<file path="config.mk">
export PLATFORM = sky130hd
export DESIGN_NAME = semaforo_botoeira
export DESIGN_NICKNAME = d
export VERILOG_FILES = /design/src/rtl/semaforo_botoeira.sv
export SDC_FILE = /design/constraint.sdc
export NUM_CORES = 1
export LEC_CHECK = 0
export CAP_MARGIN = 20
export CORE_MARGIN = 1.5
export CORE_UTILIZATION = 53
export DETAILED_ROUTE_END_ITERATION = 10
export PLACE_DENSITY = 0.73
export SLEW_MARGIN = 40
export SYNTH_ARGS = -nofsm -noshare
export SYNTH_HDL_FRONTEND = slang
export SYNTH_SLANG_ARGS = --single-unit
</file>
<file path="constraint.sdc">
create_clock -name clk -period 1.37 [get_ports clk]
set_input_delay 0.411 -clock clk [delete_from_list [all_inputs] [get_ports clk]]
set_output_delay 0.411 -clock clk [all_outputs]
set_load 0.05 [all_outputs]
</file>
<file path="src/rtl/semaforo_botoeira.sv">
// Purpose: pedestrian push-button front end; debounces btn_raw, issues one-cycle bt, drives wait/served lamps, flags bad light codes.
// Latency: clean btn_raw rise -> bt 2 + DEB_CYCLES + 1 cycles after first sampled high; espera/servido/erro are registered.
// Backpressure: none; bt is fire-and-forget, further presses are dropped until service completes and the holdoff expires.
//
// Ports:
//   clk      rising-edge system clock
//   rst      asynchronous active-high reset
//   btn_raw  raw, bouncing, asynchronous pedestrian button
//   A, B     controller light buses, one-hot: 100 green, 010 yellow, 001 red
//   bt       one-cycle request pulse to the controller
//   espera   wait lamp, accepted press until service begins
//   servido  high while bus A is red after a request
//   erro     sticky flag: A or B carried a non one-hot code
//
// Optional feature: define BOTOEIRA_TIMEOUT_EN to re-issue bt after TIMEOUT_CYCLES
// WAIT cycles without A turning red (unlimited retries). Undefined: WAIT never times out.
module semaforo_botoeira #(
    parameter int unsigned DEB_CYCLES     = 4,
    parameter int unsigned HOLDOFF_CYCLES = 8,
    parameter int unsigned TIMEOUT_CYCLES = 64
) (
    input  logic       clk,
    input  logic       rst,
    input  logic       btn_raw,
    input  logic [2:0] A,
    input  logic [2:0] B,
    output logic       bt,
    output logic       espera,
    output logic       servido,
    output logic       erro
);

    localparam int unsigned DEB_W  = $clog2(DEB_CYCLES + 1);
    localparam int unsigned HOLD_W = $clog2(HOLDOFF_CYCLES + 1);
    localparam logic [DEB_W-1:0]  DEB_MAX  = DEB_W'(DEB_CYCLES);
    localparam logic [HOLD_W-1:0] HOLD_MAX = HOLD_W'(HOLDOFF_CYCLES);
    localparam logic [2:0]        LIGHT_RED = 3'b001;

    // Zero-length debounce/holdoff/timeout windows would break the counters below.
    if (DEB_CYCLES < 1 || HOLDOFF_CYCLES < 1 || TIMEOUT_CYCLES < 1) begin : g_param_chk
        $error("semaforo_botoeira: DEB_CYCLES, HOLDOFF_CYCLES and TIMEOUT_CYCLES must be >= 1");
    end

    typedef enum logic [2:0] {
        ST_IDLE,
        ST_REQ,
        ST_WAIT,
        ST_SERVE,
        ST_HOLD
    } state_t;

    function automatic logic code_bad(input logic [2:0] code);
        logic bad;
        unique case (code)
            3'b100, 3'b010, 3'b001: bad = 1'b0;
            default:                bad = 1'b1;
        endcase
        return bad;
    endfunction

    // ------------------------------------------------------------------
    // Button front end: 2-flop synchronizer, debouncer, press strobe
    // ------------------------------------------------------------------
    logic             sync1_q, sync1_d;
    logic             sync2_q, sync2_d;
    logic [1:0]       sync_fill_q, sync_fill_d;
    logic             deb_q, deb_d;
    logic             deb_dly_q, deb_dly_d;
    logic [DEB_W-1:0] deb_cnt_q, deb_cnt_d;
    logic             arm_q, arm_d;
    logic             btn_s;
    logic             press;

    assign btn_s = sync2_q;

    always_comb begin
        sync1_d   = btn_raw;
        sync2_d   = sync1_q;
        deb_dly_d = deb_q;
        deb_d     = deb_q;
        deb_cnt_d = '0;
        // Counter only runs while the synchronized level disagrees with the
        // accepted level; any agreeing sample restarts the qualification.
        if (btn_s != deb_q) begin
            if (deb_cnt_q == DEB_MAX) begin
                deb_d = btn_s;
            end else begin
                deb_cnt_d = deb_cnt_q + DEB_W'(1);
            end
        end
        // sync_fill counts edges since reset; at 2 the synchronizer output is a
        // real sample rather than its reset value.
        sync_fill_d = (sync_fill_q == 2'd2) ? sync_fill_q : sync_fill_q + 2'd1;
        // A press is only honoured after a genuine released sample, so a button
        // held through reset cannot fire until it is released and pressed again.
        arm_d = arm_q | ((sync_fill_q == 2'd2) & ~btn_s);
    end

    assign press = deb_q & ~deb_dly_q & arm_q;

    always_ff @(posedge clk or posedge rst) begin
        if (rst) begin
            sync1_q     <= 1'b0;
            sync2_q     <= 1'b0;
            sync_fill_q <= 2'd0;
            deb_q       <= 1'b0;
            deb_dly_q   <= 1'b0;
            deb_cnt_q   <= '0;
            arm_q       <= 1'b0;
        end else begin
            sync1_q     <= sync1_d;
            sync2_q     <= sync2_d;
            sync_fill_q <= sync_fill_d;
            deb_q       <= deb_d;
            deb_dly_q   <= deb_dly_d;
            deb_cnt_q   <= deb_cnt_d;
            arm_q       <= arm_d;
        end
    end

    // ------------------------------------------------------------------
    // Illegal light code monitor (sticky)
    // ------------------------------------------------------------------
    logic chk_en_q, chk_en_d;
    logic erro_q, erro_d;

    always_comb begin
        // Buses are still settling in the first cycle after reset release.
        chk_en_d = 1'b1;
        erro_d   = erro_q | (chk_en_q & (code_bad(A) | code_bad(B)));
    end

    always_ff @(posedge clk or posedge rst) begin
        if (rst) begin
            chk_en_q <= 1'b0;
            erro_q   <= 1'b0;
        end else begin
            chk_en_q <= chk_en_d;
            erro_q   <= erro_d;
        end
    end

    // ------------------------------------------------------------------
    // Request / service FSM with registered outputs
    // ------------------------------------------------------------------
    state_t            state_q, state_d;
    logic              bt_q, bt_d;
    logic              espera_q, espera_d;
    logic              servido_q, servido_d;
    logic [HOLD_W-1:0] hold_cnt_q, hold_cnt_d;
    logic [HOLD_W-1:0] hold_inc;
    logic              a_red;

    assign a_red    = (A == LIGHT_RED);
    assign hold_inc = (hold_cnt_q == HOLD_MAX) ? hold_cnt_q : hold_cnt_q + HOLD_W'(1);

`ifdef BOTOEIRA_TIMEOUT_EN
    localparam int unsigned WAIT_W = $clog2(TIMEOUT_CYCLES + 1);
    localparam logic [WAIT_W-1:0] WAIT_MAX = WAIT_W'(TIMEOUT_CYCLES);

    logic [WAIT_W-1:0] wait_cnt_q, wait_cnt_d;
    logic [WAIT_W-1:0] wait_inc;

    assign wait_inc = (wait_cnt_q == WAIT_MAX) ? wait_cnt_q : wait_cnt_q + WAIT_W'(1);
`endif

    always_comb begin
        state_d    = state_q;
        hold_cnt_d = hold_cnt_q;
`ifdef BOTOEIRA_TIMEOUT_EN
        wait_cnt_d = wait_cnt_q;
`endif
        unique case (state_q)
            ST_IDLE: begin
                if (press) state_d = ST_REQ;
            end
            ST_REQ: begin
                // Always spend one WAIT cycle, even if A is already red.
                state_d = ST_WAIT;
`ifdef BOTOEIRA_TIMEOUT_EN
                wait_cnt_d = '0;
`endif
            end
            ST_WAIT: begin
                if (a_red) begin
                    state_d = ST_SERVE;
                end
`ifdef BOTOEIRA_TIMEOUT_EN
                else if (wait_inc == WAIT_MAX) begin
                    // Controller never answered: retry the request.
                    state_d    = ST_REQ;
                    wait_cnt_d = '0;
                end else begin
                    wait_cnt_d = wait_inc;
                end
`endif
            end
            ST_SERVE: begin
                if (!a_red) begin
                    state_d    = ST_HOLD;
                    hold_cnt_d = '0;
                end
            end
            ST_HOLD: begin
                hold_cnt_d = hold_inc;
                if (hold_inc == HOLD_MAX) state_d = ST_IDLE;
            end
            default: begin
                state_d = ST_IDLE;
            end
        endcase

        // Outputs decoded from the next state so they line up with state_q.
        bt_d      = (state_d == ST_REQ);
        espera_d  = (state_d == ST_REQ) || (state_d == ST_WAIT);
        servido_d = (state_d == ST_SERVE);
    end

    always_ff @(posedge clk or posedge rst) begin
        if (rst) begin
            state_q    <= ST_IDLE;
            bt_q       <= 1'b0;
            espera_q   <= 1'b0;
            servido_q  <= 1'b0;
            hold_cnt_q <= '0;
`ifdef BOTOEIRA_TIMEOUT_EN
            wait_cnt_q <= '0;
`endif
        end else begin
            state_q    <= state_d;
            bt_q       <= bt_d;
            espera_q   <= espera_d;
            servido_q  <= servido_d;
            hold_cnt_q <= hold_cnt_d;
`ifdef BOTOEIRA_TIMEOUT_EN
            wait_cnt_q <= wait_cnt_d;
`endif
        end
    end

    assign bt      = bt_q;
    assign espera  = espera_q;
    assign servido = servido_q;
    assign erro    = erro_q;

endmodule

</file>
==> Word-level counts from Yosys, hierarchy flattened <==
Index checks and enable logic that the tools add are counted.
{ "totals": {"regBits": 22, "latch_bits": 0, "ramBits": 0, "mem_bits_ro": 0, "input_bits": 9, "elab_cells": 64, "n_memories": 0} }
{ "op_classes": {"n_addsub": 3, "multipliers": 0, "div": 0, "n_lt_le_gt_ge": 0, "eq_ne": 19, "shift": 0, "mux": 12, "bitwise": 9, "reduce_logical": 7} }
{ "ops": {"columns": ["operator", "n"], "rows": [
  ["$eq 3x2->1 const B", 6],
  ["$mux 3", 6],
  ["$pmux 3 s5", 1],
  ["$eq 3x1->1 const B", 4],
  ["$eq 3x3->1 const B", 4],
  ["$eq 4x4->1 const B", 2],
  ["$mux 4", 2],
  ["$pmux 4 s2", 1],
  ["$reduce_or 3->1", 2],
  ["$add 4x1->4 const B", 1],
  ["$and 1x1->1", 4],
  ["$reduce_and 2->1", 2],
  ["$add 3x1->3 const B", 1],
  ["$logic_not 3->1", 1],
  ["$or 1x1->1", 3],
  ["$add 2x1->2 const B", 1],
  ["$eq 2x2->1 const B", 1],
  ["$mux 1", 2],
  ["$ne 2x2->1 const B", 1],
  ["$not 1->1", 2],
  ["$reduce_bool 2->1", 1],
  ["$logic_or 1x1->1", 1],
  ["$ne 1x1->1", 1]
]} }

==> Logic depth before layout (Yosys ltp) <==
Gate-level depths: netlist of run 1.
{ "logic_depth": {"depth_word": 7, "depth_mapped": 6, "mapped_depth_nobuf": 6} }

==> Worst setup path before layout of run 1 <==
Ideal clock, no wire load.
{ "synth_timing": {"path_kind": "input -> register", "startpoint": "in A[1]", "endpoint": "reg hold_cnt_q[0]", "setup_time_ns": 0.077, "arrival_time_ns": 1.178, "required_ns": 1.293, "setup_slack_ns": 0.116, "path_stages": 4, "path_buffers": 0, "path_cell_list": "or3b_4 -> a31oi_4 -> o21ai_1 -> o21ai_1"} }
{ "synth_between": {"elab_chain_len": 3} }
{ "synth_lines": {"columns": ["item", "line_no", "text"], "rows": [
  ["start: declaration", "25", "input logic [2:0] A,"],
  ["$eq 3x1->1", "154", "assign a_red = (A == LIGHT_RED);"],
  ["$ne 2x2->1 (no line)", null, null],
  ["$reduce_and 2->1 (no line)", null, null],
  ["end signal: assignment", "234", "hold_cnt_q <= hold_cnt_d;"],
  ["end: declaration", "150", "logic [HOLD_W-1:0] hold_cnt_q, hold_cnt_d;"]
]} }
Every way passes these cells.
A chain may end at the register's enable or synchronous reset.

==> Worst setup path after layout of run 1 <==
{ "layout_timing": {"startpoint": "reg erro_q (netlist: erro)", "endpoint": "out erro"} }
{ "layout_lines": {"columns": ["item", "line_no", "text"], "rows": [
  ["start: declaration", "125", "logic erro_q, erro_d;"],
  ["start signal: assignment", "139", "erro_q <= erro_d;"],
  ["end: declaration", "30", "output logic erro"]
]} }
No word-level cell between the ends.

==> impl_metrics.ini, run 1 <==
[layout]
diodes = 0
utilization_pct = 71.3
layout.nets = 139
syn_to_final_growth_pct = 29.0
final_area_mm2 = 0.00139
final_cells = 151
drive_above_1_share_pct = 20.2

[die]
dieArea_mm2 = 0.00230
io_pins = 13
die_h_um = 48.0
die_x_um = 48.0
rows = 16
coreArea_mm2 = 0.00194
start_util_pct = 55.3

[timing]
final_hold_viol_count = 0
hold_ws_ns = 0.376
period_share_pct = 95.9
period_minus_slack_ns = 1.31
rsz0062_at_grt = false
slew_violations = 0
fmax_mhz = 762
layout_setup_ws_ns = 0.0568
setup_viol = 0
fin_tns_setup_ns = 0
skew_ns = 0.00612

[yosys]
yosysTopAreaCell = dfrtp_1
synth.distinct_cells = 35
ys_seq_elements = 22
synth_fp_nets = 115
synth_edf_count = 0
synth.most_common_cell = dfrtp_1
synth.avg_cell_area_um2 = 10.6
ys_warn_count = 0
yosysTopAreaCellShare_pct = 51.3
synth_area_leaders = dfrtp_1 51%, ha_1 5.8%, nor2_1 4.2%, inv_1 3.5%, mux2i_1 2.8%
synth_cells = 101
synthFlopType = dfrtp_1
synthTopCellsByCount = 22 x dfrtp_1, 12 x nor2_1, 10 x inv_1
yosysSeqAreaShare_pct = 51.3
synthArstFlopShare_pct = 100
netlist_area_mm2 = 0.00107

[global_route]
grt_pass1_wl_um = 2890
grt_antenna_before_repair = 0
grt-ovfl-total = 0
grt_use_total_pct = 18.3
grt_max_degree = 23
grt_pass1_vias = 709

[worst_setup_path]
criticalPathCategory = flop to output pin
r2r_start = hold_cnt_q[0]
crit_chain = buf_12
ff2ff_path_depth = 6
cp_max_fo = 3
slowest_delay_ns = 0.44
r2r_end = state_q[2]
cpMaxStageDelayCell = dfrtp_1
path_depth = 1
setup.worst_path.start_class = flop
path_buf_inv = 1
crit_required_ns = 0.96
cp_top_family = flip-flops
crit_arrival_ns = 0.90
end_kind = output pin
regToRegSetupSlack_ns = 0.11

[placed_design]
gp_congestion = 0.853
placed_cells = 147
placed_area_mm2 = 0.00133
pre_cts_ws_ns = -0.423
dp_hpwl_um = 1300
port_buffers = 12

[power_and_ir_drop]
power_density_mw_per_mm2 = 1880
leakage_nw = 0.648
p_comb_share_pct = 42.9
seqPwrFrac_pct = 38.2
power_mw = 2.60
power.internal_mw = 1.69
p_sw_uw = 913
ir_drop_mv = 1.52
pwr-share-clk_pct = 18.9
swShare_pct = 35.1

[clock_network]
numClockSinks = 22
cts_tree = built
ctsHoldBuffers = 0
cts_root_buffer = clkbuf_4
clk_latency_ns = 0.30
clk_path_buf_depth = 2
clkTransAtPathRegs_ns = 0.12
cts_buffers = 3
htree_levels = 1
post_cts_buffers = 0

[run]
maxCapViolations = 0

[detailed_routing]
dr.pass1.iters = 4
via_count = 763
wl_per_cell_um = 11.7
drc = 0
detail-route-antenna-nets = 0
viasPerCell = 5.05
dr.first_iter.drc_count = 9
drt-total-wl_um = 1770

[outcome]
status = finished, final reports clean

[min_path]
holdCritStartpoint = sync1_q
hp-class = flop to flop
hold_path_depth = 0
min_to = btn_s
## metal layers
layer | GRT usage, % | routed length, um | up-vias
li1 | - | - | 391
met1 | 24.1 | 854 | 358
met2 | 30.1 | 850 | 10
met3 | 2.26 | 32 | 4
met4 | 8.11 | 28 | 0
met5 | 0 | 0 | -
## logic make-up (layout without fill, tap and decap cells)
kind of cell	Yosys count	after routing	share of synthesized area, %
AOI/OAI and AO/OA	22	22	14.3
other	1	1	0.349
DFF	22	22	51.3
and+or+nand+nor	33	33	17.7
muxes	3	3	2.80
buffers and inverters	12	35	5.25
xor gates and xnor gates	3	3	2.45
adders and majority gates	5	5	5.83
## final cells by class
class	count	area (um^2)
Clock buffer	3	22.5
Clock inverter	1	30.0
Fill cell	157	557
Timing Repair Buffer	21	236
Tap cell	27	33.8
Inverter	10	37.5
Multi-Input combinational cell	67	474
Sequential cell	22	551
## sequential cells by signal, summed over array words and instances (netlist names)
name,flops
servido,1
espera,1
hold_cnt_q,4
arm_q,1
sync1_q,1
erro,1
state_q,3
bt,1
chk_en_q,1
deb_dly_d,1
deb_dly_q,1
deb_cnt_q,3
btn_s,1
sync_fill_q,2
## layout by cell type, fill, tap and decap left out, types with 3 or more instances in the layout
cell type,count
a21oi_1,5
buf_12,5
inv_1,10
buf_4,8
nor2_1,12
nand2_1,4
nor3_1,3
clkbuf_4,3
mux2i_1,3
xnor2_1,3
dfrtp_1,22
clkdlybuf4s50_1,5
ha_1,5
o21ai_0,3
dlygate4sd2_1,3
o21ai_1,5
## power by group through the flow
stage	logic, mW	registers (mW)	clock network, mW
floorplan	0.657	1.08	0
global placement	1.07	0.997	0
detailed placement	1.10	1.00	0
CTS	1.11	0.991	0.502
global route	1.24	1.03	0.517
finish	1.12	0.994	0.490
## timing repair
item,4_1_cts,5_1_grt
resized for setup,3,2
endpoints found under the setup margin,6,2
pin swaps,3,0
## worst max path at each step
stage / startpoint / to
final: erro / erro
after floorplan: A[1] / hold_cnt_q[0]
after detailed placement: A[0] / hold_cnt_q[2]
after CTS: erro / erro
after global placement: A[0] / hold_cnt_q[2]
after global routing: hold_cnt_q[0] / state_q[2]
No activity file was read; power rests on OpenSTA's default activity.
==> run 2: changes to the inputs <==
CELL_PAD_IN_SITES_DETAIL_PLACEMENT = 1   (was not set)
CELL_PAD_IN_SITES_GLOBAL_PLACEMENT = 1   (was not set)
CORE_UTILIZATION = 42   (was 53)
PLACE_DENSITY = 0.74   (was 0.73)
SLEW_MARGIN = not set   (was 40)
==> impl_metrics.ini, run 2 (synthesis results as in run 1) <==
[timing]
fmax_mhz = 748
slew_violations = 0
final_hold_viol_count = 0
hold_ws_ns = 0.361
layout_setup_ws_ns = 0.0340
period_minus_slack_ns = 1.34
period_share_pct = 97.5
fin_tns_setup_ns = 0
skew_ns = 0.00684
rsz0062_at_grt = true
setup_viol = 0

[global_route]
grt_pass1_vias = 833
grt_max_degree = 23
grt_antenna_before_repair = 0
grt_use_total_pct = 16.9
grt-ovfl-total = 0
grt_pass1_wl_um = 3500

[layout]
layout.nets = 138
drive_above_1_share_pct = 23.6
final_common_cell = dfrtp_1
syn_to_final_growth_pct = 29.4
top_register = hold_cnt_q
diodes = 0
layout_common_cells = 19 x dfrtp_1, 10 x nor2_1, 10 x inv_1, 7 x buf_4
largest_reg_flops = 4
largestRegisters = hold_cnt_q x4, deb_cnt_q x3, state_q x3
utilization_pct = 56.6

[worst_setup_path]
cpMaxStageDelayCell = dfrtp_1
slowest_delay_ns = 0.45
criticalPathCategory = flop to output pin
crit_chain = buf_12
setup.worst_path.start_class = flop
crit_arrival_ns = 0.93
crit_required_ns = 0.96
end_kind = output pin
ff2ff_path_depth = 6
path_buf_inv = 1
path_depth = 1
cp_top_family = flip-flops
cp_max_fo = 3

[clock_network]
cts_root_buffer = clkbuf_4
ctsHoldBuffers = 0
htree_levels = 1
clk_latency_ns = 0.31
clk_path_buf_depth = 2
cts_tree = built
clkTransAtPathRegs_ns = 0.13
cts_buffers = 3
numClockSinks = 22

[detailed_routing]
dr.pass1.iters = 4
viasPerCell = 5.27
drc = 0
dr.first_iter.drc_count = 5
wl_per_cell_um = 13.6
via_count = 807
detail-route-antenna-nets = 0
drt-total-wl_um = 2090

[placed_design]
gp_congestion = 0.849
pre_cts_ws_ns = -0.493
dp_hpwl_um = 1530
port_buffers = 12

[run]
maxCapViolations = 0

[die]
io_pins = 13
coreArea_mm2 = 0.00245
die_h_um = 53.6
die_x_um = 53.6
start_util_pct = 43.7
dieArea_mm2 = 0.00287
rows = 18

[power_and_ir_drop]
power_density_mw_per_mm2 = 1910
p_comb_share_pct = 41.5
p_sw_uw = 978
swShare_pct = 36.8
seqPwrFrac_pct = 39.7
leakage_nw = 0.635
pwr-share-clk_pct = 18.8
ir_drop_mv = 1.01
power.internal_mw = 1.68

[min_path]
hp-class = flop to flop
hold_path_depth = 0

[outcome]
status = finished, final reports clean
## run 2: changes by cell type in the layout (fill, tap and decap cells not counted), sizes merged
cell  previous run  this run
buf             13        12
## run 2: timing repair
item                       4_1_cts  5_1_grt
buffers inserted                 0        1
pin swaps                        4        0
cloned                           0        0
gates resized for setup          6        4
setup endpoints to repair        9        4
## run 2: power by group through the flow
stage,Combinational (mW),Clock (mW),Sequential [mW]
final,1.10,0.500,1.05
after global routing,1.23,0.536,1.08
after CTS,1.07,0.512,1.05
after detailed placement,1.05,0,1.06
after global placement,1.00,0,1.04
after floorplan,0.657,0,1.08
## run 2: layer usage
layer | wire [um] | global-route usage, % | vias up
met5 | 0 | 0 | -
met3 | 62 | 3.33 | 2
met1 | 932 | 21.2 | 403
met2 | 1080 | 28.8 | 13
met4 | 15 | 6.41 | 0
li1 | - | - | 389
## run 2: cell type report
type                            count  area (um^2)
Clock inverter                      1         30.0
Sequential cell                    22          554
Clock buffer                        3         22.5
Multi-Input combinational cell     67          478
Fill cell                         272         1070
Inverter                           10         37.5
Timing Repair Buffer               20          229
Tap cell                           30         37.5
## run 2: per-stage QoR
| stage | area (um^2) | cells | total power [mW] |
|---|---|---|---|
| 3_5_place_dp | 1320 | 148 | 2.10 |
| 5_1_grt | 1390 | 153 | 2.85 |
| 2_1_floorplan | 1070 | 101 | 1.73 |
| 4_1_cts | 1370 | 152 | 2.63 |
| 3_3_place_gp | 1320 | 148 | 2.04 |
| 6_report | 1390 | 153 | 2.66 |
## run 2: path summary, 6_finish.rpt
kind                          startpoint             to  slack (ns)
hold / removal                   sync1_q          btn_s        0.36
min in group asynchronous            rst  hold_cnt_q[3]        0.40
max in group asynchronous            rst     state_q[0]        0.81
setup reg to reg           hold_cnt_q[0]     state_q[2]        0.07
setup / recovery                    erro           erro        0.03
hold reg to reg                  sync1_q          btn_s        0.36
==> run 3: changes to the inputs <==
SLEW_MARGIN = 20   (was not set)
==> results of run 3 <==
No change in the layout: final DEF, timing and power equal those of run 2.
